`config.mk`:
```
export PLATFORM = sky130hd
export DESIGN_NAME = btn_conditioner_flat
export DESIGN_NICKNAME = d
export VERILOG_FILES = /design/src/rtl/btn_conditioner_if.sv /design/src/rtl/btn_conditioner.sv /design/src/flat_wrapper.sv
export SDC_FILE = /design/constraint.sdc
export NUM_CORES = 1
export LEC_CHECK = 0
export ABC_CLOCK_PERIOD_IN_PS = 3000
export CAP_MARGIN = 40
export CORE_ASPECT_RATIO = 0.8
export CORE_MARGIN = 5
export CORE_UTILIZATION = 42
export CTS_CLUSTER_SIZE = 20
export DETAILED_ROUTE_END_ITERATION = 12
export MAX_ROUTING_LAYER = met4
export PLACE_DENSITY_LB_ADDON = 0.05
export RECOVER_POWER = 100
export SLEW_MARGIN = 25
export SYNTH_ARGS = -nofsm -noshare
export SYNTH_HDL_FRONTEND = slang
export SYNTH_SLANG_ARGS = --single-unit
```
`constraint.sdc`:
```
create_clock -name clk -period 3 [get_ports clk]
set_clock_uncertainty 0.15 [all_clocks]
set_input_delay 0.3 -clock clk [delete_from_list [all_inputs] [get_ports clk]]
set_output_delay 0.3 -clock clk [all_outputs]
set_load 0.01 [all_outputs]
```
`src/rtl/btn_conditioner_if.sv`:
```
// Pushbutton conditioner bus: raw active-low buttons in, clean levels, edge strobes
// and the last-pressed key code out.
interface btn_conditioner_if #(
  parameter int N_BTN      = 4,
  parameter int CODE_WIDTH = 2
);
  logic [N_BTN-1:0]      btn_n;
  logic [N_BTN-1:0]      btn_level;
  logic [N_BTN-1:0]      btn_press;
  logic [N_BTN-1:0]      btn_release;
  logic                  key_valid;
  logic [CODE_WIDTH-1:0] key_code;

  modport master (
    output btn_n,
    input  btn_level, btn_press, btn_release, key_valid, key_code
  );

  modport slave (
    input  btn_n,
    output btn_level, btn_press, btn_release, key_valid, key_code
  );
endinterface

```
`src/rtl/btn_conditioner.sv`:
```
// Per-button 2-FF synchronizer, counter debouncer and press/release strobes,
// plus a lowest-index key encoder latching the last pressed button.
module btn_conditioner #(
  parameter int N_BTN           = 4,
  parameter int DEBOUNCE_CYCLES = 500000,
  parameter int CNT_WIDTH       = 19,
  parameter int CODE_WIDTH      = 2
) (
  input  logic             clk,
  input  logic             rst,
  btn_conditioner_if.slave bus
);

  localparam logic [CNT_WIDTH-1:0] CNT_MAX  = CNT_WIDTH'(DEBOUNCE_CYCLES - 1);
  localparam logic [CNT_WIDTH-1:0] CNT_ZERO = {CNT_WIDTH{1'b0}};
  localparam logic [CNT_WIDTH-1:0] CNT_ONE  = CNT_WIDTH'(1);

  logic [N_BTN-1:0]      s1_q, s1_d;
  logic [N_BTN-1:0]      s2_q, s2_d;
  logic [N_BTN-1:0]      stable_q, stable_d;
  logic [N_BTN-1:0]      press_q, press_d;
  logic [N_BTN-1:0]      release_q, release_d;
  logic                  key_valid_q, key_valid_d;
  logic [CODE_WIDTH-1:0] key_code_q, key_code_d;
  logic [CNT_WIDTH-1:0]  cnt_q [N_BTN];
  logic [CNT_WIDTH-1:0]  cnt_d [N_BTN];
  logic [N_BTN-1:0]      sync;
  logic [N_BTN-1:0]      flip;

  // Next-state: synchronizer shift, debounce counters, edge strobes, key encoder
  always_comb begin
    s1_d  = bus.btn_n;
    s2_d  = s1_q;
    sync  = ~s2_q;
    flip  = {N_BTN{1'b0}};
    cnt_d = cnt_q;
    for (int i = 0; i < N_BTN; i++) begin
      if (sync[i] == stable_q[i]) begin
        cnt_d[i] = CNT_ZERO;
      end else if (cnt_q[i] == CNT_MAX) begin
        cnt_d[i] = CNT_ZERO;
        flip[i]  = 1'b1;
      end else begin
        cnt_d[i] = cnt_q[i] + CNT_ONE;
      end
    end
    stable_d    = stable_q ^ flip;
    press_d     = flip & ~stable_q;
    release_d   = flip & stable_q;
    key_valid_d = |press_d;
    key_code_d  = key_code_q;
    // Descending scan so the lowest pressed index is the one that sticks
    for (int i = N_BTN - 1; i >= 0; i--) begin
      if (press_d[i]) begin
        key_code_d = CODE_WIDTH'(i);
      end else begin
        key_code_d = key_code_d;
      end
    end
  end

  // State registers; synchronizer resets to released so no spurious press follows reset
  always_ff @(posedge clk) begin
    if (rst) begin
      s1_q        <= {N_BTN{1'b1}};
      s2_q        <= {N_BTN{1'b1}};
      stable_q    <= {N_BTN{1'b0}};
      press_q     <= {N_BTN{1'b0}};
      release_q   <= {N_BTN{1'b0}};
      key_valid_q <= 1'b0;
      key_code_q  <= {CODE_WIDTH{1'b0}};
      for (int i = 0; i < N_BTN; i++) begin
        cnt_q[i] <= CNT_ZERO;
      end
    end else begin
      s1_q        <= s1_d;
      s2_q        <= s2_d;
      stable_q    <= stable_d;
      press_q     <= press_d;
      release_q   <= release_d;
      key_valid_q <= key_valid_d;
      key_code_q  <= key_code_d;
      for (int i = 0; i < N_BTN; i++) begin
        cnt_q[i] <= cnt_d[i];
      end
    end
  end

  assign bus.btn_level   = stable_q;
  assign bus.btn_press   = press_q;
  assign bus.btn_release = release_q;
  assign bus.key_valid   = key_valid_q;
  assign bus.key_code    = key_code_q;

endmodule
```
`src/flat_wrapper.sv`:
```
// flat-port wrapper written by rule: the top's interface ports become plain ports
module btn_conditioner_flat 
#(
  parameter int N_BTN           = 4,
  parameter int DEBOUNCE_CYCLES = 500000,
  parameter int CNT_WIDTH       = 19,
  parameter int CODE_WIDTH      = 2
)
  (clk, rst, bus_btn_n, bus_btn_level, bus_btn_press, bus_btn_release, bus_key_valid, bus_key_code);
  btn_conditioner_if #(.N_BTN(N_BTN), .CODE_WIDTH(CODE_WIDTH)) bus_i ();
  input  logic clk;
  input  logic rst;
  input wire logic [$bits(bus_i.btn_n)-1:0] bus_btn_n;
  output wire logic [$bits(bus_i.btn_level)-1:0] bus_btn_level;
  output wire logic [$bits(bus_i.btn_press)-1:0] bus_btn_press;
  output wire logic [$bits(bus_i.btn_release)-1:0] bus_btn_release;
  output wire logic [$bits(bus_i.key_valid)-1:0] bus_key_valid;
  output wire logic [$bits(bus_i.key_code)-1:0] bus_key_code;
  assign bus_i.btn_n = bus_btn_n;
  assign bus_btn_level = bus_i.btn_level;
  assign bus_btn_press = bus_i.btn_press;
  assign bus_btn_release = bus_i.btn_release;
  assign bus_key_valid = bus_i.key_valid;
  assign bus_key_code = bus_i.key_code;
  btn_conditioner #(.N_BTN(N_BTN), .DEBOUNCE_CYCLES(DEBOUNCE_CYCLES), .CNT_WIDTH(CNT_WIDTH), .CODE_WIDTH(CODE_WIDTH)) u_core (.clk(clk), .rst(rst), .bus(bus_i));
endmodule
```
==> results_dict.tcl <==
set metrics [dict create \
    via_per_inst 4.98 \
    maxCapViolCount 0 \
    cts.root.buffer_cell "clkbuf_16" \
    synth_area_leader_cell "dfxtp_1" \
    critPathCaptureType "register" \
    clk_path_buf_depth 2 \
    outcome "finished, final reports clean" \
    p_leak_nw 1.55 \
    yosysUniqueCellTypes 41 \
    grt-ovfl-total 0 \
    grt_pass1_wl_um 14000 \
    synth.yosys.warnings 0 \
    fp.dieArea_um2 12300 \
    syn-instance-count 479 \
    synth_seq_cells 99 \
    ctsResizeCount 0 \
    clk_pin_slew_ns 0.06 \
    path_depth 5 \
    syn_to_final_growth_pct 13.2 \
    fp.dieH_um 100 \
    synth_top_area_share 0.463 \
    vias 3184 \
    pin_count 21 \
    max_freq_ghz 0.417 \
    portBuffers 20 \
    yosysSeqAreaShare 0.463 \
    drc_errors 0 \
    core-area_um2 10100 \
    r2r_setup_slack_ns 0.60 \
    cp_num_buf_inv 0 \
    post_cts_buffers 0 \
    drt-initial-drc-count 168 \
    cp_slowest_cell "a41o_1" \
    cp-endpoint "u_core.cnt_q[46]" \
    ff2ff_path_depth 5 \
    gp_congestion 0.817 \
    synth_area_leaders "dfxtp_1 (46%), nor2_1 (7.1%), xnor2_1 (6.3%)" \
    syn_nets 497 \
    finalHoldViolations 0 \
    dpl.hpwl_um 5770 \
    pre_cts_slack_ns 0.572 \
    slew_headroom 0.408 \
    max_stage_delay_ns 0.65 \
    cts_num_sinks 99 \
    cp_max_fo 19 \
    drive_gt1_frac 0.0621 \
    crit_family "simple AND/OR/NAND/NOR gates" \
    setup_viol_count_final 0 \
    critPathKind "register to register" \
    cp-startpoint "u_core.cnt_q[38]" \
    grt_setup_unrepaired "no" \
    fp-row-count 33 \
    fin_nets 513 \
    antenna_found_initial 0 \
    antenna_left 0 \
    cts_tree "done" \
    fin_crit_ns 2.40 \
    numCtsBuffers 9 \
    grt_use_total 0.147 \
    die_x_um 123 \
    diodes 0 \
    start_util 0.423 \
    total_power_mw 2.45 \
    holdWs_ns 0.257 \
    grt_pass1_vias 2896 \
    irDropWorstVdd_mv 0.268 \
    worst_slack_ns 0.602 \
    power_density_nw_per_um2 506 \
    htreeDepth 3 \
    clock_latency_ns 0.34 \
    drtPass1Iterations 4 \
    period_share 0.799 \
    syn_area_um2 4280 \
    start_kind "register" \
    crit_required_ns 3.05 \
    holdCritPathClass "register to register" \
    syn_avg_cell_area_um2 8.94 \
    wire_per_inst_um 12.7 \
    r2r_start "u_core.cnt_q[38]" \
    routed_wl_um 8090 \
    grt_max_degree 24 \
    path_cells "ha_1 > nand4_1 > nor4_1 > a41o_1 > nor2_1" \
    worstPathArrival_ns 2.45 \
    worst_slew_pin_slew_ns 0.888 \
    timing.rr.end "u_core.cnt_q[46]" \
    finalMaxSlewViolations 0 \
    cts_hold_buf 0 \
    finalSetupTns_ns 0 \
]
==> stage by stage <==
step	std cells	cell area, um^2	utilization
global placement	624	4580	0.453
CTS	639	4860	0.480
global route	639	4840	0.479
floorplan	479	4280	-
detailed placement	624	4580	0.453
finish	639	4840	0.479
==> cell usage after synthesis, drive strengths merged <==
| cell type | instances |
|---|---|
| and4 | 5 |
| ha | 12 |
| nor4b | 2 |
| or3 | 10 |
| nand2 | 20 |
| clkbuf | 9 |
| o21ai | 11 |
| nand4bb | 1 |
| nand4b | 1 |
| inv | 15 |
| and2 | 1 |
| nor2b | 9 |
| nand3 | 29 |
| xnor2 | 31 |
| nor2 | 81 |
| nor4 | 15 |
| or2 | 13 |
| buf | 8 |
| xor2 | 26 |
| a21oi | 15 |
| or4 | 6 |
| or4b | 3 |
| o31ai | 2 |
| nand3b | 1 |
| o41ai | 1 |
| and3 | 8 |
| nor3 | 13 |
| nand2b | 1 |
| a41o | 2 |
| or4bb | 1 |
| dfxtp | 99 |
| nand4 | 26 |
| a31o | 2 |
==> power by group <==
group / switching, mW / internal [mW] / leakage (nW) / total [mW]
sequential: 0.00303 / 1.32 / 0.799 / 1.32
clock: 0.456 / 0.640 / 0.136 / 1.10
combinational: 0.0174 / 0.0120 / 0.609 / 0.0293
==> layout make-up <==
cell class                      count  area [um^2]
Fill cell                        1011         5270
Multi-Input combinational cell    348         2140
Sequential cell                    99         1980
Clock buffer                       12          236
Timing Repair Buffer               22          211
Tap cell                          140          175
Inverter                           15         56.3
Clock inverter                      3         40.0
==> per-layer routing <==
metal / vias to the layer above / global-route usage / wire (um)
li1: 1692 / - / -
met2: 29 / 0.200 / 3250
met5: - / - / 0
met3: 12 / 0.0389 / 280
met4: 0 / 0.0465 / 116
met1: 1451 / 0.210 / 4450
==> sequential cells by signal, indices dropped and copies added (netlist names) <==
name,count
u_core.s2_q,4
u_core.s1_q,4
u_core.bus.btn_press,4
u_core.bus.btn_level,4
u_core.cnt_q,76
u_core.bus.key_code,2
u_core.bus.btn_release,4
u_core.bus.key_valid,1
==> kinds of logic (layout without fill, tap and decap cells) <==
logic type	Yosys count	after routing	synth area share
AO/OA/AOI/OAI	33	33	0.0482
XOR/XNOR	57	57	0.117
adder cells (fa/ha/maj)	12	12	0.0351
buffers and inverters	32	52	0.0336
flip-flops	99	99	0.463
AND/OR/NAND/NOR	246	246	0.303
==> worst reg2reg max path: stages, from the launching register on <==
cell and delay, ns:
dfxtp_1 0.39, ha_1 0.23, nand4_1 0.30, nor4_1 0.43
a41o_1 0.65, nor2_1 0.12
==> layout by cell type (no fill, tap or decap), drive strengths merged, types with 3 or more instances in the layout <==
cell | netlist | layout
or2 | 13 | 13
or3 | 10 | 10
nand4 | 26 | 26
nand3 | 29 | 29
ha | 12 | 12
o21ai | 11 | 11
dlygate4sd3 | 0 | 16
xnor2 | 31 | 31
nor3 | 13 | 13
a21oi | 15 | 15
nor2b | 9 | 9
and4 | 5 | 5
xor2 | 26 | 26
nor4 | 15 | 15
or4 | 6 | 6
clkbuf | 9 | 13
nand2 | 20 | 20
dfxtp | 99 | 99
clkdlybuf4s50 | 0 | 4
nor2 | 81 | 81
inv | 15 | 15
or4b | 3 | 3
and3 | 8 | 8
==> worst min-delay path by stage <==
stage                               from             end  slack (ns)  cells after the start
after detailed placement  u_core.s1_q[0]  u_core.s2_q[0]        0.25                      1
after global placement    u_core.s1_q[3]  u_core.s2_q[3]        0.24                      1
final                     u_core.s1_q[0]  u_core.s2_q[0]        0.26                      1
after global routing      u_core.s1_q[1]  u_core.s2_q[1]        0.28                      1
after CTS                 u_core.s1_q[0]  u_core.s2_q[0]        0.26                      1
after floorplan           u_core.s1_q[0]  u_core.s2_q[0]        0.24                      1
No activity file was read; power rests on OpenSTA's default activity.
